===== config.mk =====
export PLATFORM = sky130hd
export DESIGN_NAME = hilo_mdu_ctrl
export DESIGN_NICKNAME = d
export VERILOG_FILES = /design/src/rtl/hilo_pkg.sv /design/src/rtl/hilo_mdu_ctrl_div_step.sv /design/src/rtl/hilo_mdu_ctrl.sv
export SDC_FILE = /design/constraint.sdc
export NUM_CORES = 1
export LEC_CHECK = 0
export CORE_MARGIN = 2
export CORE_UTILIZATION = 60
export DETAILED_ROUTE_END_ITERATION = 8
export DONT_BUFFER_PORTS = 1
export HOLD_SLACK_MARGIN = 0.12
export PLACE_DENSITY = 0.76
export SLEW_MARGIN = 25
export SYNTH_ARGS = -nofsm -noshare
export SYNTH_HDL_FRONTEND = slang
export SYNTH_HIERARCHICAL = 1
export SYNTH_SLANG_ARGS = --single-unit
export TNS_END_PERCENT = 5

===== constraint.sdc =====
create_clock -name clk -period 10.1 [get_ports clk]
set_input_delay 1.01 -clock clk [delete_from_list [all_inputs] [get_ports clk]]
set_output_delay 1.01 -clock clk [all_outputs]
set_load 0.1 [all_outputs]

===== src/rtl/hilo_pkg.sv =====
// hilo_pkg: shared types and sizing for the HI/LO multiply/divide sequencer.
// Optional single-cycle multiply is enabled with HILO_FAST_MUL_EN.
package hilo_pkg;

    typedef enum logic [2:0] {
        OP_MULT  = 3'd0,
        OP_MULTU = 3'd1,
        OP_DIV   = 3'd2,
        OP_DIVU  = 3'd3,
        OP_MTHI  = 3'd4,
        OP_MTLO  = 3'd5
    } mdu_op_t;

    typedef enum logic [1:0] {
        IDLE,
        CALC,
        FIX
    } state_t;

    localparam int MDU_N = 32;

    function automatic int cnt_w(input int n);
        return $clog2(n) + 1;
    endfunction

    localparam int CNT_W = cnt_w(MDU_N);

endpackage


===== src/rtl/hilo_mdu_ctrl_div_step.sv =====
// div_step: one combinational restoring-divide iteration.
// Shifts the next dividend bit into the remainder and trial-subtracts.
module div_step
    import hilo_pkg::*;
#(
    parameter int N = MDU_N
) (
    input  logic [N:0]   rem_in,
    input  logic         in_bit,
    input  logic [N-1:0] divisor,
    output logic [N:0]   rem_out,
    output logic         qbit
);

    logic [N+1:0] part;
    logic [N+1:0] diff;

    assign part    = {rem_in, in_bit};
    assign diff    = part - {2'b00, divisor};
    assign qbit    = ~diff[N+1];
    assign rem_out = qbit ? diff[N:0] : part[N:0];

endmodule


===== src/rtl/hilo_mdu_ctrl.sv =====
// hilo_mdu_ctrl: HI/LO owner with iterative MULT/DIV and MTHI/MTLO writes.
// Define HILO_FAST_MUL_EN for single-cycle multiplies (divide stays iterative).
module hilo_mdu_ctrl
    import hilo_pkg::*;
#(
    parameter int N = MDU_N
) (
    input  logic         clk,
    input  logic         rst,
    input  logic         start,
    input  logic [2:0]   op,
    input  logic [N-1:0] a,
    input  logic [N-1:0] b,
    input  logic         rd_req,
    output logic         busy,
    output logic         stall,
    output logic         done,
    output logic [N-1:0] hi,
    output logic [N-1:0] lo
);

    localparam int CW = (N == MDU_N) ? CNT_W : cnt_w(N);

    state_t         state;
    state_t         state_nx;
    logic [CW-1:0]  cnt;
    logic [2*N-1:0] acc;
    logic [N:0]     rem;
    logic [N-1:0]   opd;
    logic           is_div;
    logic           neg_q;
    logic           neg_r;
    logic           done_q;
    logic [N-1:0]   hi_q;
    logic [N-1:0]   lo_q;

    mdu_op_t        opc;
    logic           op_mul;
    logic           op_div;
    logic           op_sgn;
    logic           a_neg;
    logic           b_neg;
    logic [N-1:0]   a_mag;
    logic [N-1:0]   b_mag;
    logic           calc_go;

    always_comb begin
        opc    = mdu_op_t'(op);
        op_mul = (opc == OP_MULT) || (opc == OP_MULTU);
        op_div = (opc == OP_DIV) || (opc == OP_DIVU);
        op_sgn = (opc == OP_MULT) || (opc == OP_DIV);
        a_neg  = op_sgn & a[N-1];
        b_neg  = op_sgn & b[N-1];
        a_mag  = a_neg ? -a : a;
        b_mag  = b_neg ? -b : b;
    end

`ifdef HILO_FAST_MUL_EN
    logic [2*N-1:0] a_ext;
    logic [2*N-1:0] b_ext;
    logic [2*N-1:0] fast_prod;

    // Low 2N bits of the extended product equal the signed/unsigned result.
    assign a_ext     = op_sgn ? {{N{a[N-1]}}, a} : {{N{1'b0}}, a};
    assign b_ext     = op_sgn ? {{N{b[N-1]}}, b} : {{N{1'b0}}, b};
    assign fast_prod = a_ext * b_ext;
    assign calc_go   = start & op_div;
`else
    assign calc_go   = start & (op_mul | op_div);
`endif

    logic [N:0]     madd;
    logic [2*N-1:0] mul_nx;

    // acc holds {partial product, remaining multiplier bits}.
    assign madd   = {1'b0, acc[2*N-1:N]}
                  + {1'b0, (acc[0] ? opd : {N{1'b0}})};
    assign mul_nx = {madd, acc[N-1:1]};

    logic [N:0] rem_nx;
    logic       qbit;

    div_step #(
        .N(N)
    ) u_div_step (
        .rem_in (rem),
        .in_bit (acc[N-1]),
        .divisor(opd),
        .rem_out(rem_nx),
        .qbit   (qbit)
    );

    logic [2*N-1:0] prod_fx;
    logic [N-1:0]   quo_fx;
    logic [N-1:0]   rem_fx;

    always_comb begin
        prod_fx = neg_q ? -acc : acc;
        quo_fx  = neg_q ? -acc[N-1:0] : acc[N-1:0];
        rem_fx  = neg_r ? -rem[N-1:0] : rem[N-1:0];
    end

    always_ff @(posedge clk) begin
        if (!rst) begin
            state <= IDLE;
        end else begin
            state <= state_nx;
        end
    end

    always_comb begin
        state_nx = state;
        unique case (state)
            IDLE: if (calc_go) state_nx = CALC;
            CALC: if (cnt == CW'(1)) state_nx = FIX;
            FIX:  state_nx = IDLE;
            default: state_nx = IDLE;
        endcase
    end

    always_ff @(posedge clk) begin
        if (!rst) begin
            cnt    <= '0;
            acc    <= '0;
            rem    <= '0;
            opd    <= '0;
            is_div <= 1'b0;
            neg_q  <= 1'b0;
            neg_r  <= 1'b0;
            done_q <= 1'b0;
            hi_q   <= '0;
            lo_q   <= '0;
        end else begin
            done_q <= 1'b0;
            case (state)
                IDLE: begin
                    if (start && opc == OP_MTHI) hi_q <= a;
                    if (start && opc == OP_MTLO) lo_q <= a;
`ifdef HILO_FAST_MUL_EN
                    if (start && op_mul) begin
                        hi_q   <= fast_prod[2*N-1:N];
                        lo_q   <= fast_prod[N-1:0];
                        done_q <= 1'b1;
                    end
`endif
                    if (calc_go) begin
                        acc    <= {{N{1'b0}}, (op_div ? a_mag : b_mag)};
                        opd    <= op_div ? b_mag : a_mag;
                        rem    <= '0;
                        cnt    <= CW'(N);
                        is_div <= op_div;
                        neg_q  <= a_neg ^ b_neg;
                        neg_r  <= a_neg;
                    end
                end
                CALC: begin
                    cnt <= cnt - CW'(1);
                    if (is_div) begin
                        rem        <= rem_nx;
                        acc[N-1:0] <= {acc[N-2:0], qbit};
                    end else begin
                        acc <= mul_nx;
                    end
                end
                FIX: begin
                    hi_q   <= is_div ? rem_fx : prod_fx[2*N-1:N];
                    lo_q   <= is_div ? quo_fx : prod_fx[N-1:0];
                    done_q <= 1'b1;
                end
                default: ;
            endcase
        end
    end

    assign busy  = (state != IDLE);
    assign stall = busy & (rd_req | start);
    assign done  = done_q;
    assign hi    = hi_q;
    assign lo    = lo_q;

endmodule


### Yosys cells after proc, flatten, opt, wreduce, memory -nomap -nowiden

Index checks and enable logic that the tools add are counted.

| storage, ports and cells | value |
|---|---|
| register bits after elaboration | 205 |
| latch bits | 0 |
| RAM bits | 0 |
| memory bits (read-only) | 0 |
| input port bits | 71 |
| output and inout port bits | 67 |
| logic and storage cells | 87 |
| memories | 0 |

| cells by class | value |
|---|---|
| add/sub/neg operators | 8 |
| $mul | 0 |
| div/mod/pow operators | 0 |
| magnitude comparators | 0 |
| eq/ne operators | 14 |
| shifts and indexed selects | 0 |
| muxes and demuxes | 28 |
| bitwise operators | 8 |
| reductions and logical operators | 17 |

Operators with widths:

| cell | count |
|---|---|
| 2-to-1 mux 32 bit | 13 |
| 2-to-1 mux 64 bit | 2 |
| negation 32 bit | 4 |
| one-hot mux 32 bit (2 select lines) | 2 |
| one-hot mux 64 bit (2 select lines) | 1 |
| 2-to-1 mux 33 bit | 3 |
| one-hot mux 33 bit (2 select lines) | 1 |
| negation 64 bit | 1 |
| subtractor 34 x 32 -> 34 bit | 1 |
| adder 32 x 32 -> 33 bit | 1 |
| inequality test 2 bit, second input constant | 6 |
| one-hot mux 6 bit (2 select lines) | 1 |
| AND reduction 2 bit | 5 |
| == test 3 x 2 -> 1 bit, second input constant | 2 |
| == test 3 bit, second input constant | 2 |
| == test 6 x 1 -> 1 bit, second input constant | 1 |
| 2-to-1 mux 6 bit | 1 |
| AND reduction 3 bit | 2 |
| nonzero test 2 bit | 3 |
| subtractor 6 x 1 -> 6 bit, second input constant | 1 |
| AND 1 bit | 4 |
| 2-to-1 mux 2 bit | 2 |
| one-hot mux 2 bit (2 select lines) | 1 |
| == test 3 x 1 -> 1 bit, second input constant | 1 |
| other kinds (10) | 14 |

### Longest topological paths before layout

| depth | value |
|---|---|
| word-level depth | 7 |
| gate-level depth with buffers | 16 |
| gate-level depth less buffers | 14 |

### Modules after synthesis

The synthesis kept the hierarchy.

Modules (own cells, without submodules):

| module | times used | cells an instance | area an instance (µm²) | sequential area each (µm²) |
|---|---|---|---|---|
| hilo_mdu_ctrl | 1 | 1895 | 14606.5 | 4103.9 |
| div_step | 1 | 306 | 2213.4 | 0.0 |

### Worst setup path after synthesis

OpenSTA, ideal clock, no wires.

| timing path | value |
|---|---|
| path kind | flip-flop to flip-flop |
| from | reg acc[0] |
| to | reg acc[61] |
| setup time | 0.117 ns |
| data arrival time | 3.147 ns |
| required time | 9.983 ns |
| path slack | 6.835 ns |
| stages on the path, launching flop included | 14 |
| buffers on the path | 2 |
| clock period less this slack | 3.265 ns |
| cell sequence | dfxtp_1 -> clkbuf_1 -> clkbuf_1 -> and2_1 -> ha_1 -> inv_1 -> fa_1 -> nor2b_1 -> o31a_1 -> o211ai_1 -> a2111oi_0 -> o21ai_0 -> a21o_1 -> a32o_1 |

| on the way | value |
|---|---|
| cells in the longest elaborated chain, start to end | 4 |

Ends and longest elaborated chain:

| what | line | RTL |
|---|---|---|
| start, declared | hilo_mdu_ctrl.sv:27 | `logic [2*N-1:0] acc;` |
| start signal, assigned | hilo_mdu_ctrl.sv:147 | `acc <= {{N{1'b0}}, (op_div ? a_mag : b_mag)};` |
| start signal, assigned by index | hilo_mdu_ctrl.sv:160 | `acc[N-1:0] <= {acc[N-2:0], qbit};` |
| start signal, assigned | hilo_mdu_ctrl.sv:162 | `acc <= mul_nx;` |
| 2-to-1 mux 32 bit | hilo_mdu_ctrl.sv:77 | `+ {1'b0, (acc[0] ? opd : {N{1'b0}})};` |
| adder 32 x 32 -> 33 bit | hilo_mdu_ctrl.sv:77 |  |
| 2-to-1 mux 32 bit | hilo_mdu_ctrl.sv:158 | `if (is_div) begin` |
| one-hot mux 64 bit (2 select lines) | hilo_mdu_ctrl.sv:135 | `case (state)` |

Every way passes these cells. The select of a mux whose other input is x is not followed.
A chain may end at the register's enable or synchronous reset.

### Worst setup path in the final report

Same ends and word-level chain as after synthesis.

==> flow_summary.toml <==
[outcome]
status = "completed"

[logic_synthesis]
yosysTopAreaCellShare_pct = 24.4
synth_enable_flop_cells = 0
synth.distinct_cells = 94
yosys.area.top_type = "dfxtp_1"
synth.most_common_cell = "nor2_1"
synth_cells = 2201
synth_area_leaders = "dfxtp_1 (24%), xnor2_1 (5.4%), nor2_1 (5.2%), ha_1 (5.2%), a21oi_1 (4.7%)"
synth_common_cells = "nor2_1 (234), dfxtp_1 (205), nand2_1 (185), a21oi_1 (158), o21ai_0 (125)"
synth_area_um2 = 16800
postSynth.asyncResetShare_pct = 0
synth-seq-area-share_pct = 24.4
yosys_warnings = 6
ys.flop_type = "dfxtp_1"
synth.avg_cell_area_um2 = 7.64
synth_fp_nets = 2344
ys_ff_latch = 205

[worst_setup_path]
crit_path_max_fanout = 27
crit_path_end_kind = "register"
critPathLaunchType = "register"
path_cells = "buf_4 > and2_1 > ha_1 > inv_1 > fa_1 > nor2b_1 > o31a_1 > o211ai_1 > a2111oi_0 > o21ai_0 > a21o_1 > a32o_1"
cp_slowest_cell = "a2111oi_0"
crit_path_max_incr_delay_ns = 0.78
cp_data_arrival_time_ns = 4.47
cp_data_required_time_ns = 10.54
worstSetupPathType = "reg -> reg"

[job]
maxCapViolCount = 0

[finish]
layout-drive-gt1-share_pct = 6.55
n_fill_cell = 2464
layout.nets = 2245
syn_to_final_growth_pct = 5.79

[placed_design]
place.gp.congestion = 1.05
port_buffers = 0
dp_slack_ns = 6.24
hpwl_um = 49900

[timing]
finalSetupViolCount = 0
hold_viol = 0
grt_setup_unrepaired = "false"
clock_skew_ns = 0.0335
fmax_ghz = 0.248
finalSetupTns_ns = 0
slew-limit-headroom_pct = 26.6
slew_violations = 0
period_needed_ns = 4.04
setup_ws_ns = 6.06
timing.final.crit_share_pct = 40.0
tightestPinTransition_ns = 1.10

[drt]
drtPass1Iterations = 9
routed.top_layer = "met5"
met3WireLength_um = 9610
vias = 17901
wl_met2_um = 26800
drc = 0
first_iter_violations = 2879
post_drt_via_cell_ratio = 7.14
antenna_left = 0
avgRoutedWirePerCell_um = 26.6
wl_met1_um = 26900
wirelength_um = 66700

[global_routing]
antenna_found_initial = 3
grt_util_all_layers_pct = 44.0
grt_max_degree = 94
first_global_vias = 15748
grt.overflow.total = 0
grt_pass1_wl_um = 97700

[clock_tree]
cts-root-buf = "clkbuf_16"
cts_tree = "done"
clockBufferDepth = 3
numCtsBuffers = 26
cts_setup_buffers = 0
ctsHtreeMaxLevel = 1
cts_hold_buffers = 0
clk_pin_slew_ns = 0.06
cts.sinks = 205
clk_latency_ns = 0.57
post_cts_resize_count = 0

[floorplan]
ios = 138
die_w_um = 171
core_region_area_um2 = 27700
fp.dieH_um = 171
die-area_um2 = 29400
rows = 61
start_util_pct = 60.7

[min_path]
hold_class = "reg -> reg"

[power_and_ir_drop]
pwr-share-clk_pct = 40.5
pwr-share-comb_pct = 20.7
p_leak_nw = 6.88
p_sw_share_pct = 34.2
pwr-share-seq_pct = 38.9
p_sw_mw = 0.840
p_per_area_nw_per_um2 = 138
p_int_mw = 1.61
ir_worst_vdd_v = 0.000129
[critical path: cells and delay by family (launching register included)]
family | cells | cell delay [ns]
DFF | 1 | 0.58
adders and majority gates | 2 | 0.59
and+or+nand+nor | 2 | 0.37
AOI/OAI and AO/OA | 6 | 1.88
buffers and inverters | 2 | 0.47
[per-stage QoR]
stage                     utilization (%)  hold slack [ns]  cells  power (mW)  cell area, um2
after floorplan                         -            0.427   2201        1.31           16800
after global placement               60.9            0.450   2452        1.44           16900
after detailed placement             60.9            0.461   2452        1.45           16900
after CTS                            64.1            0.470   2500        2.42           17800
after global routing                 64.2            0.490   2500        2.51           17800
final                                64.2            0.461   2507        2.46           17800
[layout make-up]
class	count	area, um2	share of cell area, %
repair buffers	21	161	0.907
multi-input cells	1784	11900	66.8
clock inverters	9	109	0.612
flip-flops and latches	205	4110	23.1
diodes	7	17.5	0.0984
clock buffers	39	800	4.49
inverters	64	243	1.36
well taps	378	473	2.66
[metal layers]
metal / up-vias / track usage (%)
met1: 8462 / 61.0
met2: 1283 / 61.7
met4: 2 / 18.9
met3: 224 / 14.6
met5: - / 0
li1: 7930 / -
[power groups by stage]
stage | combinational (mW) | clock [mW] | sequential (mW)
finish | 0.507 | 0.994 | 0.954
global route | 0.534 | 1.02 | 0.955
CTS | 0.483 | 0.987 | 0.949
detailed placement | 0.480 | 0 | 0.966
global placement | 0.475 | 0 | 0.965
floorplan | 0.373 | 0 | 0.933
[cells in the final DEF (no fill, tap or decap), types with 20 or more instances in the layout]
cell type	instances
a31oi_1	21
o21ai_0	125
nor4_1	26
clkbuf_16	26
ha_1	70
buf_4	20
a21o_1	44
a22oi_1	51
nand4_1	21
a211oi_1	58
nor3_1	49
o211ai_1	21
inv_1	62
nor2_1	231
xor2_1	77
a21oi_1	158
and2_1	41
o31ai_1	40
mux2i_1	63
o41ai_1	20
a221oi_1	25
or3_1	25
xnor2_1	103
mux2_1	20
nand3_1	44
nand2_1	185
dfxtp_1	202
[flip-flops by register name, summed over array words and instances (netlist names), 2 cells and up]
register / cells
hi: 32
state: 2
opd: 32
rem: 33
acc: 64
cnt: 6
lo: 32
[path summary, 6_finish.rpt]
path / cells past startpoint / end / slack, ns / from
worst max-delay path: 12 / acc[61]$_SDFFE_PN0P_ / 6.06 / acc[0]$_SDFFE_PN0P_
worst min-delay path: 2 / opd[22]$_SDFFE_PN0P_ / 0.46 / opd[22]$_SDFFE_PN0P_
worst max register to register: 12 / acc[61]$_SDFFE_PN0P_ / 6.06 / acc[0]$_SDFFE_PN0P_
worst min register to register: 2 / opd[22]$_SDFFE_PN0P_ / 0.46 / opd[22]$_SDFFE_PN0P_
[kinds of logic (layout without fill, tap and decap cells)]
logic type	count (synthesis)	count (layout)	share of synthesized area, %
XOR/XNOR	181	181	9.43
buffers and inverters	212	133	5.24
other	0	7	0
flip-flops	205	205	24.4
multiplexers	102	102	6.38
adder cells (fa/ha/maj)	72	72	5.45
AND/OR/NAND/NOR	736	736	21.4
AO/OA/AOI/OAI	693	693	27.7
No activity file was read; power rests on OpenSTA's default activity.
